### src/rtl/rst_seq_pkg.sv
// Shared definitions for the reset sequencer: FSM state encoding and counter sizing.
package rst_seq_pkg;

    localparam logic [2:0] ST_HOLD     = 3'd0;
    localparam logic [2:0] ST_WAIT_RDY = 3'd1;
    localparam logic [2:0] ST_GAP      = 3'd2;
    localparam logic [2:0] ST_RUN      = 3'd3;
    localparam logic [2:0] ST_DRAIN    = 3'd4;

    typedef enum logic [2:0] {
        HOLD     = ST_HOLD,
        WAIT_RDY = ST_WAIT_RDY,
        GAP      = ST_GAP,
        RUN      = ST_RUN,
        DRAIN    = ST_DRAIN
    } seq_state_e;

    // One counter serves both the gap timer and the ready timeout, so size it for the larger.
    function automatic int cnt_width(input int gap_cycles, input int timeout);
        int max_val;
        max_val = (gap_cycles > timeout) ? gap_cycles : timeout;
        return $clog2(max_val + 1);
    endfunction

endpackage

### src/rtl/rstn_sync.sv
// Two-flop reset synchronizer: asserts asynchronously, deasserts on the second clk edge.
module rstn_sync (
    input  logic clk,
    input  logic rstn_in,
    output logic rstn_sync_out
);

    logic meta;

    always_ff @(posedge clk or negedge rstn_in) begin
        if (!rstn_in) begin
            meta          <= 1'b0;
            rstn_sync_out <= 1'b0;
        end else begin
            meta          <= 1'b1;
            rstn_sync_out <= meta;
        end
    end

endmodule

### src/rtl/rst_seq_ctrl.sv
// Ordered release of N_STAGES downstream resets with ready handshake, gap timing and
// software-triggered reverse drain.
//   state    | meaning
//   HOLD     | all stages in reset, waiting GAP_CYCLES before releasing stage 0
//   WAIT_RDY | stage cur_stage released, waiting for its ready or TIMEOUT
//   GAP      | waiting GAP_CYCLES before releasing stage cur_stage+1
//   RUN      | all stages released; sw_rst_req starts a drain
//   DRAIN    | re-asserting stages from the top down, GAP_CYCLES apart
module rst_seq_ctrl
    import rst_seq_pkg::*;
#(
    parameter int N_STAGES   = 4,
    parameter int GAP_CYCLES = 16,
    parameter int TIMEOUT    = 255
) (
    input  logic                        clk,
    input  logic                        rstn_in,
    input  logic                        sw_rst_req,
    input  logic [N_STAGES-1:0]         stage_rdy,
    output logic [N_STAGES-1:0]         rstn_out,
    output logic [$clog2(N_STAGES)-1:0] cur_stage,
    output logic                        seq_busy,
    output logic                        seq_done,
    output logic                        timeout_err
);

    localparam int              CW         = cnt_width(GAP_CYCLES, TIMEOUT);
    localparam int              SW         = $clog2(N_STAGES);
    localparam logic [CW-1:0]   GAP_TC     = CW'(GAP_CYCLES - 1);
    localparam logic [CW-1:0]   TMO_TC     = CW'(TIMEOUT);
    localparam logic [SW-1:0]   LAST_STAGE = SW'(N_STAGES - 1);

    logic          rst_n;
    seq_state_e    state;
    logic [CW-1:0] cnt;
    logic [CW-1:0] cnt_inc;
    logic [SW-1:0] nxt_stage;
    logic [SW-1:0] prv_stage;
    logic          gap_tc;
    logic          tmo_tc;
    logic          cur_rdy;

    rstn_sync u_rstn_sync (
        .clk           (clk),
        .rstn_in       (rstn_in),
        .rstn_sync_out (rst_n)
    );

    assign cnt_inc   = (cnt == '1) ? cnt : cnt + 1'b1;
    assign gap_tc    = (cnt == GAP_TC);
    assign tmo_tc    = (cnt == TMO_TC);
    assign cur_rdy   = stage_rdy[cur_stage];
    assign nxt_stage = cur_stage + 1'b1;
    assign prv_stage = cur_stage - 1'b1;

    assign seq_busy = (state != RUN);
    assign seq_done = (state == RUN);

    always_ff @(posedge clk or negedge rst_n) begin
        if (!rst_n) begin
            state       <= HOLD;
            cnt         <= '0;
            cur_stage   <= '0;
            rstn_out    <= '0;
            timeout_err <= 1'b0;
        end else begin
            case (state)
                HOLD: begin
                    rstn_out <= '0;
                    if (gap_tc) begin
                        state       <= WAIT_RDY;
                        cnt         <= '0;
                        cur_stage   <= '0;
                        rstn_out[0] <= 1'b1;
                    end else begin
                        cnt <= cnt_inc;
                    end
                end
                WAIT_RDY: begin
                    // A ready arriving on the expiry cycle wins over the timeout.
                    if (cur_rdy || tmo_tc) begin
                        if (!cur_rdy) begin
                            timeout_err <= 1'b1;
                        end
                        cnt   <= '0;
                        state <= (cur_stage == LAST_STAGE) ? RUN : GAP;
                    end else begin
                        cnt <= cnt_inc;
                    end
                end
                GAP: begin
                    if (gap_tc) begin
                        state               <= WAIT_RDY;
                        cnt                 <= '0;
                        cur_stage           <= nxt_stage;
                        rstn_out[nxt_stage] <= 1'b1;
                    end else begin
                        cnt <= cnt_inc;
                    end
                end
                RUN: begin
                    rstn_out <= '1;
                    if (sw_rst_req) begin
                        state                <= DRAIN;
                        cnt                  <= '0;
                        cur_stage            <= LAST_STAGE;
                        rstn_out[LAST_STAGE] <= 1'b0;
                        timeout_err          <= 1'b0;
                    end
                end
                DRAIN: begin
                    if (gap_tc) begin
                        cnt <= '0;
                        if (cur_stage == '0) begin
                            state <= HOLD;
                        end else begin
                            cur_stage           <= prv_stage;
                            rstn_out[prv_stage] <= 1'b0;
                        end
                    end else begin
                        cnt <= cnt_inc;
                    end
                end
                default: begin
                    state    <= HOLD;
                    cnt      <= '0;
                    rstn_out <= '0;
                end
            endcase
        end
    end

endmodule

### config.mk
export PLATFORM = sky130hd
export DESIGN_NAME = rst_seq_ctrl
export DESIGN_NICKNAME = d
export VERILOG_FILES = /design/src/rtl/rst_seq_pkg.sv /design/src/rtl/rstn_sync.sv /design/src/rtl/rst_seq_ctrl.sv
export SDC_FILE = /design/constraint.sdc
export NUM_CORES = 1
export LEC_CHECK = 0
export CORE_MARGIN = 4
export CORE_UTILIZATION = 31
export DETAILED_ROUTE_END_ITERATION = 16
export PLACE_DENSITY = 0.53
export SKIP_LAST_GASP = 1
export SLEW_MARGIN = 10
export SYNTH_ARGS = -nofsm -noshare
export SYNTH_HDL_FRONTEND = slang
export SYNTH_SLANG_ARGS = --single-unit
### constraint.sdc
create_clock -name clk -period 0.8 [get_ports clk]
set_input_delay 0.08 -clock clk [delete_from_list [all_inputs] [get_ports clk]]
set_output_delay 0.08 -clock clk [all_outputs]
set_load 0.02 [all_outputs]
# Yosys cells after proc, flatten, opt, wreduce, memory -nomap -nowiden
# Index checks and enable logic that the tools add are counted.
[totals]
inputBits = 7
output_inout_bits = 9
ff_bits = 20
wordCells = 83
[op_classes]
addsub = 3
magnitude_cmp = 5
n_reduce_logical = 13
muxes = 34
n_eq_ne = 17
n_bitwise = 4
[ops]
columns = ["op", "n"]
rows = [
  ["$mux 8", 4],
  ["$pmux 8 s3", 1],
  ["$pmux 4 s5", 1],
  ["$ne 2x2->1 const B", 8],
  ["$mux 3", 5],
  ["$mux 4", 3],
  ["$pmux 3 s4", 1],
  ["$mux 2", 5],
  ["$lt 2x3->1 const B", 3],
  ["$mux 1", 9],
  ["$add 8x1->8 const B", 1],
  ["$eq 8x4->1 const B", 1],
  ["$eq 8x8->1 const B", 1],
  ["$pmux 2 s4", 1],
  ["$reduce_and 4->1", 2],
  ["$eq 3x2->1 const B", 2],
  ["$reduce_and 6->1", 1],
  ["$reduce_and 5->1", 1],
  ["$and 4x4->4", 1],
  ["$demux 1 s2", 2],
  ["$ge 2x1->1 const B", 2],
  ["$not 4->4", 1],
  ["$or 4x4->4", 1],
  ["$reduce_bool 4->1", 1],
  ["other kinds (17)", 18],
]

# Depth between registers and ports, before layout
[logic_depth]
word_depth = 10
ltp_mapped = 6
ltp_nobuf = 6

# Cells and area by module
# From an unflattened synthesis, not the netlist that was laid out.
[unflattened]
hier_cells = 140
hier_area_um2 = 1242.4
[modules_own_cells]
columns = ["mod", "instances", "area_per_inst_um2", "cells_each", "seq_area_each_um2"]
rows = [
  ["rst_seq_ctrl", 1, 1188.6, 137, 450.4],
  ["rstn_sync", 1, 53.8, 3, 50.0],
]

# Worst setup path after synthesis
# OpenSTA, ideal clock, no wires.
[synth_path]
path_type = "flip-flop to flip-flop"
startpoint = "register cur_stage[0]"
endpoint = "register rstn_out[3]"
stages_incl_launch_ff = 6
setup_ns = 0.125
arrival_time_ns = 1.718
period_less_slack_ns = 1.843
slack_ns = -1.043
t_required_ns = 0.675
path_buffers = 0
cell_sequence = "dfrtp_1 > inv_1 > ha_1 > o31a_1 > nor3_2 > mux2_2"
[synth_between]
elab_chain_len = 10
elab_cells_between_ends = 22
cone_classes = "add/sub: 2; order compare: 4; eq/ne: 1; mux: 8; bitwise: 3; reduce/logical: 4"
[synth_lines]
columns = ["element", "line_no", "rtl"]
rows = [
  ["start, declared", "rst_seq_ctrl.sv:21", "output logic [$clog2(N_STAGES)-1:0] cur_stage,"],
  ["start signal, assigned", "rst_seq_ctrl.sv:95", "cur_stage <= nxt_stage;"],
  ["start signal, assigned", "rst_seq_ctrl.sv:117", "cur_stage <= prv_stage;"],
  ["$sub 2x1->2", "rst_seq_ctrl.sv:54", "assign prv_stage = cur_stage - 1'b1;"],
  ["$lt 2x3->1 (implied by the code) or $ge 2x1->1 (tied branches)", "rst_seq_ctrl.sv:118", "rstn_out[prv_stage] <= 1'b0;"],
  ["$logic_and 1x1->1 (implied by the code)", "rst_seq_ctrl.sv:118", ""],
  ["$mux 1 (implied by the code)", "rst_seq_ctrl.sv:118", ""],
  ["$demux 1 s2", "rst_seq_ctrl.sv:118", ""],
  ["$not 4->4 (no line)", "-", ""],
  ["$and 4x4->4 (no line)", "-", ""],
  ["$mux 4", "rst_seq_ctrl.sv:114", "if (cur_stage == '0) begin"],
  ["$mux 4", "rst_seq_ctrl.sv:112", "if (gap_tc) begin"],
  ["$pmux 4 s5", "rst_seq_ctrl.sv:67", "case (state)"],
  ["end signal, assigned", "rst_seq_ctrl.sv:64", "rstn_out <= '0;"],
  ["end signal, assigned", "rst_seq_ctrl.sv:69", "rstn_out <= '0;"],
  ["end signal, assigned by index", "rst_seq_ctrl.sv:118", ""],
  ["end, declared", "rst_seq_ctrl.sv:20", "output logic [N_STAGES-1:0] rstn_out,"],
]
# Parallel ways exist; a longest one is shown, timed or not. The select of a mux whose other input is x is not followed.
# A chain may end at the register's enable or synchronous reset.

# Worst setup path after layout
[layout_path]
startpoint = "register cnt[5]"
endpoint = "register rstn_out[3]"
[layout_between]
elab_chain_len = 3
elab_cells_between_ends = 4
cone_classes = "eq/ne: 3; reduce/logical: 1"
[layout_lines]
columns = ["element", "line_no", "rtl"]
rows = [
  ["start, declared", "rst_seq_ctrl.sv:35", "logic [CW-1:0] cnt;"],
  ["start signal, assigned", "rst_seq_ctrl.sv:76", "cnt <= cnt_inc;"],
  ["start signal, assigned", "rst_seq_ctrl.sv:88", "cnt <= cnt_inc;"],
  ["start signal, assigned", "rst_seq_ctrl.sv:98", "cnt <= cnt_inc;"],
  ["$eq 8x4->1 (*)", "rst_seq_ctrl.sv:50", "assign gap_tc = (cnt == GAP_TC);"],
  ["$ne 2x2->1 (no line)", "-", ""],
  ["$reduce_and 4->1 (no line) (*)", "-", ""],
  ["end signal, assigned", "rst_seq_ctrl.sv:64", ""],
  ["end signal, assigned", "rst_seq_ctrl.sv:69", ""],
  ["end signal, assigned by index", "rst_seq_ctrl.sv:96", "rstn_out[nxt_stage] <= 1'b1;"],
]
# Every way passes the cells marked *; elsewhere a longest branch is shown, timed or not.

==> run_results.csv <==
group,metric,value,unit
placed_design,numPortBuffers,15,
pwr,p_per_area,2990,nW/um^2
detailed_routing,routedWlPerCell,15.1,um
finish,final_util,53.7,%
timing,final-setup-viol-count,27,
status,violations,"negative setup slack",
floorplanning,placementRows,23,
setup_path,path_class,"flip-flop to flip-flop",
yosys,synth_ff_type,"dfrtp_1",
floorplanning,die_w,73.8,um
setup_path,worst_setup_path_end_kind,"flip-flop",
global_routing,antenna_found_initial,0,
yosys,synth_largest_area_cell,"dfrtp_1",
flow_run,cap_violations,0,
setup_path,reg2reg_depth,4,
finish,nNetsFinal,228,
yosys,synth_edf_count,0,
yosys,netlist_area,1340,um^2
setup_path,r2r_end,"rstn_out[3]$_DFFE_PN0P_",
floorplanning,core,4090,um^2
hold_path,hold_class,"flip-flop to asynchronous set/reset pin",
finish,syn2layout_area_growth,63.2,%
yosys,syn_avg_cell_area,9.53,um^2
placed_design,dp_hpwl,3.00,mm
detailed_routing,finalWirelength,3.96,mm
timing,fin_worst_skew,0.00588,ns
clocking,cts_tree,"done",
yosys,ys.warnings.count,0,
yosys,syn-num-nets,155,
global_routing,grt_pass1_wl,6.87,mm
global_routing,overflow,0,
status,status,"finished with violations",
yosys,post-synth-top-area-fraction,37.2,%
placed_design,place_congestion,0.885,
finish,stdcell_count,263,
clocking,clock-sinks,20,
setup_path,r2r-start,"cnt[5]$_DFFE_PN0N_",
setup_path,path_cells,"or4_4, o31a_1, nor3_2, mux2_4",
clocking,numCtsBuffers,3,
yosys,yosysSeqAreaShare,37.2,%
setup_path,endpoint,"rstn_out[3]$_DFFE_PN0P_",
pwr,vdd_ir_drop_max,0.00193,V
floorplanning,die_h,73.8,um
timing,fin_ws,-0.996,ns
clocking,clk_latency,0.26,ns
detailed_routing,first_pass_iters,4,
yosys,post-synth-top-count-cell,"dfrtp_1",
global_routing,grt_usage,15.9,%
timing,rsz0062_at_grt,"true",
pwr,static-leakage-power,1.01,nW
clocking,clkTransAtPathRegs,0.08,ns
yosys,synth_commonest_cells,"20 x dfrtp_1, 13 x nand2_1, 9 x o21ai_0, 7 x a21oi_1, 7 x ha_1",
detailed_routing,first_iter_violations,38,
setup_path,max_stage_delay,0.54,ns
floorplanning,initial_utilization,32.9,%
yosys,postSynthCellCount,141,
clocking,cts_buffer_depth,2,
timing,final_max_slew_viol_count,0,
global_routing,grt_max_degree,12,
finish,diodes,0,
finish,drive_gt1_share,48.4,%
clocking,htreeDepth,1,
yosys,synthArstFlopShare,100,%
detailed_routing,num_vias,1403,
yosys,ys_seq_elements,20,
timing,fin_hold_ws,0.169,ns
yosys,synth.distinct_cells,49,
setup_path,cp.required,0.95,ns
timing,fmax,0.557,GHz
floorplanning,ios,16,
floorplanning,dieArea,5450,um^2
placed_design,place_ws,-1.01,ns
timing,fin_crit,1.80,ns
placed_design,place_inst,253,
setup_path,start_kind,"flip-flop",
detailed_routing,ant_nets,0,
setup_path,crit_arrival,1.94,ns
setup_path,slowest_stage,"or4_4",
setup_path,reg2reg_slack,-1.0,ns
detailed_routing,remaining_drc_errors,0,
finish,nFillCells,359,
setup_path,worstSetupStartpoint,"cnt[5]$_DFFE_PN0N_",
setup_path,path_max_fanout,3,
timing,timing.final.crit_share,224,%
timing,hold_violations,0,
global_routing,grt_pass1_vias,1537,
clocking,cts_root_buffer,"clkbuf_8",
pwr,power,0.00655,W
yosys,synthTopCellsByArea,"dfrtp_1 37%, ha_1 6.5%, a32o_1 3.7%, nand2_1 3.6%, o21ai_0 3.4%",
detailed_routing,viasPerCell,5.33,
==> registers in the layout, indices dropped and copies added (netlist names) <==
| signal | flops |
|---|---|
| cnt | 8 |
| u_rstn_sync.rstn_sync_out | 1 |
| state | 3 |
| u_rstn_sync.meta | 1 |
| cur_stage | 2 |
| timeout_err | 1 |
| rstn_out | 4 |
==> power by group <==
| group | total, W | internal [W] | switching [W] | leakage [nW] |
|---|---|---|---|---|
| sequential | 0.00158 | 0.00131 | 0.000270 | 0.257 |
| clock | 0.000688 | 0.000354 | 0.000334 | 0.0228 |
| combinational | 0.00429 | 0.00234 | 0.00194 | 0.735 |
==> cell usage in the layout (no fill, tap or decap), types with 2 or more instances in the layout <==
master	count
a211oi_1	2
buf_6	13
o21ai_0	8
and3_1	4
nand2_2	4
clkbuf_8	3
dfrtp_2	2
o211ai_1	2
nand3_1	3
ha_1	5
clkdlybuf4s50_1	7
a311oi_1	2
nand2_1	9
o2111ai_1	2
nor3_2	2
nand2b_1	3
dfrtp_1	18
ha_2	2
a21o_1	2
nand4_1	2
a21oi_1	5
inv_1	3
mux2_4	2
nor2_1	5
a32o_1	5
a31oi_1	3
buf_4	51
==> worst max-delay path, delay by kind of cell (launching register included) <==
family	cells	cell delay, ns
compound gates	1	0.27
flops	1	0.40
simple gates	2	0.70
mux	1	0.32
==> cell type report <==
type                       instances  area, um^2  share of cell area, %
multi-input combinational        109         916                   41.8
inverter                           5        21.3                  0.970
clock buffer                       4        45.0                   2.05
tap                               50        62.6                   2.85
timing repair buffer              75         646                   29.4
sequential                        20         503                   22.9
==> what timing repair did <==
action / 4_1_cts / 5_1_grt
hold endpoints to repair: 2 / 0
gates resized for setup: 64 / 10
hold buffers: 1 / 0
buffers inserted: 4 / 1
cloned: 0 / 0
endpoints found under the setup margin: 27 / 27
pin swaps: 11 / 5
==> metrics by stage <==
step | area (um^2) | TNS (ns)
finish | 2190 | -18.24
global route | 2190 | -19.93
CTS | 2130 | -18.22
detailed placement | 1970 | -19.09
global placement | 1970 | -18.53
floorplan | 1390 | -14.54
==> how the worst min path moves through the flow <==
| stage | startpoint | end | slack (ns) | cells after the start |
|---|---|---|---|---|
| 2_1_floorplan | rstn_in | u_rstn_sync.meta$_DFF_PN0_ | -0.22 | 0 |
| 3_3_place_gp | u_rstn_sync.rstn_sync_out$_DFF_PN0_ | cnt[0]$_DFFE_PN0N_ | 0.18 | 1 |
| 3_5_place_dp | u_rstn_sync.rstn_sync_out$_DFF_PN0_ | cnt[0]$_DFFE_PN0N_ | 0.17 | 1 |
| 4_1_cts | u_rstn_sync.rstn_sync_out$_DFF_PN0_ | cnt[0]$_DFFE_PN0N_ | 0.18 | 1 |
| 5_1_grt | u_rstn_sync.rstn_sync_out$_DFF_PN0_ | cnt[5]$_DFFE_PN0N_ | 0.20 | 1 |
| 6_report | u_rstn_sync.rstn_sync_out$_DFF_PN0_ | cnt[5]$_DFFE_PN0N_ | 0.17 | 1 |
==> kinds of logic after synthesis <==
group | share of synthesized area [%]
other | 0.279
and+or+nand+nor | 21.7
muxes | 3.35
adders and majority gates | 6.52
buffers and inverters | 4.28
DFF | 37.2
AOI/OAI and AO/OA | 26.6
==> layer usage <==
metal	vias to the layer above	wire length, um	GRT usage, %	part of all wire, %
li1	693	-	-	-
met1	675	1800	20.8	45
met2	27	1990	26.4	50
met3	8	105	2.05	2.7
met4	0	69	5.84	1.7
met5	-	0	0	0
Note: power is estimated with default switching activity, not from simulation.
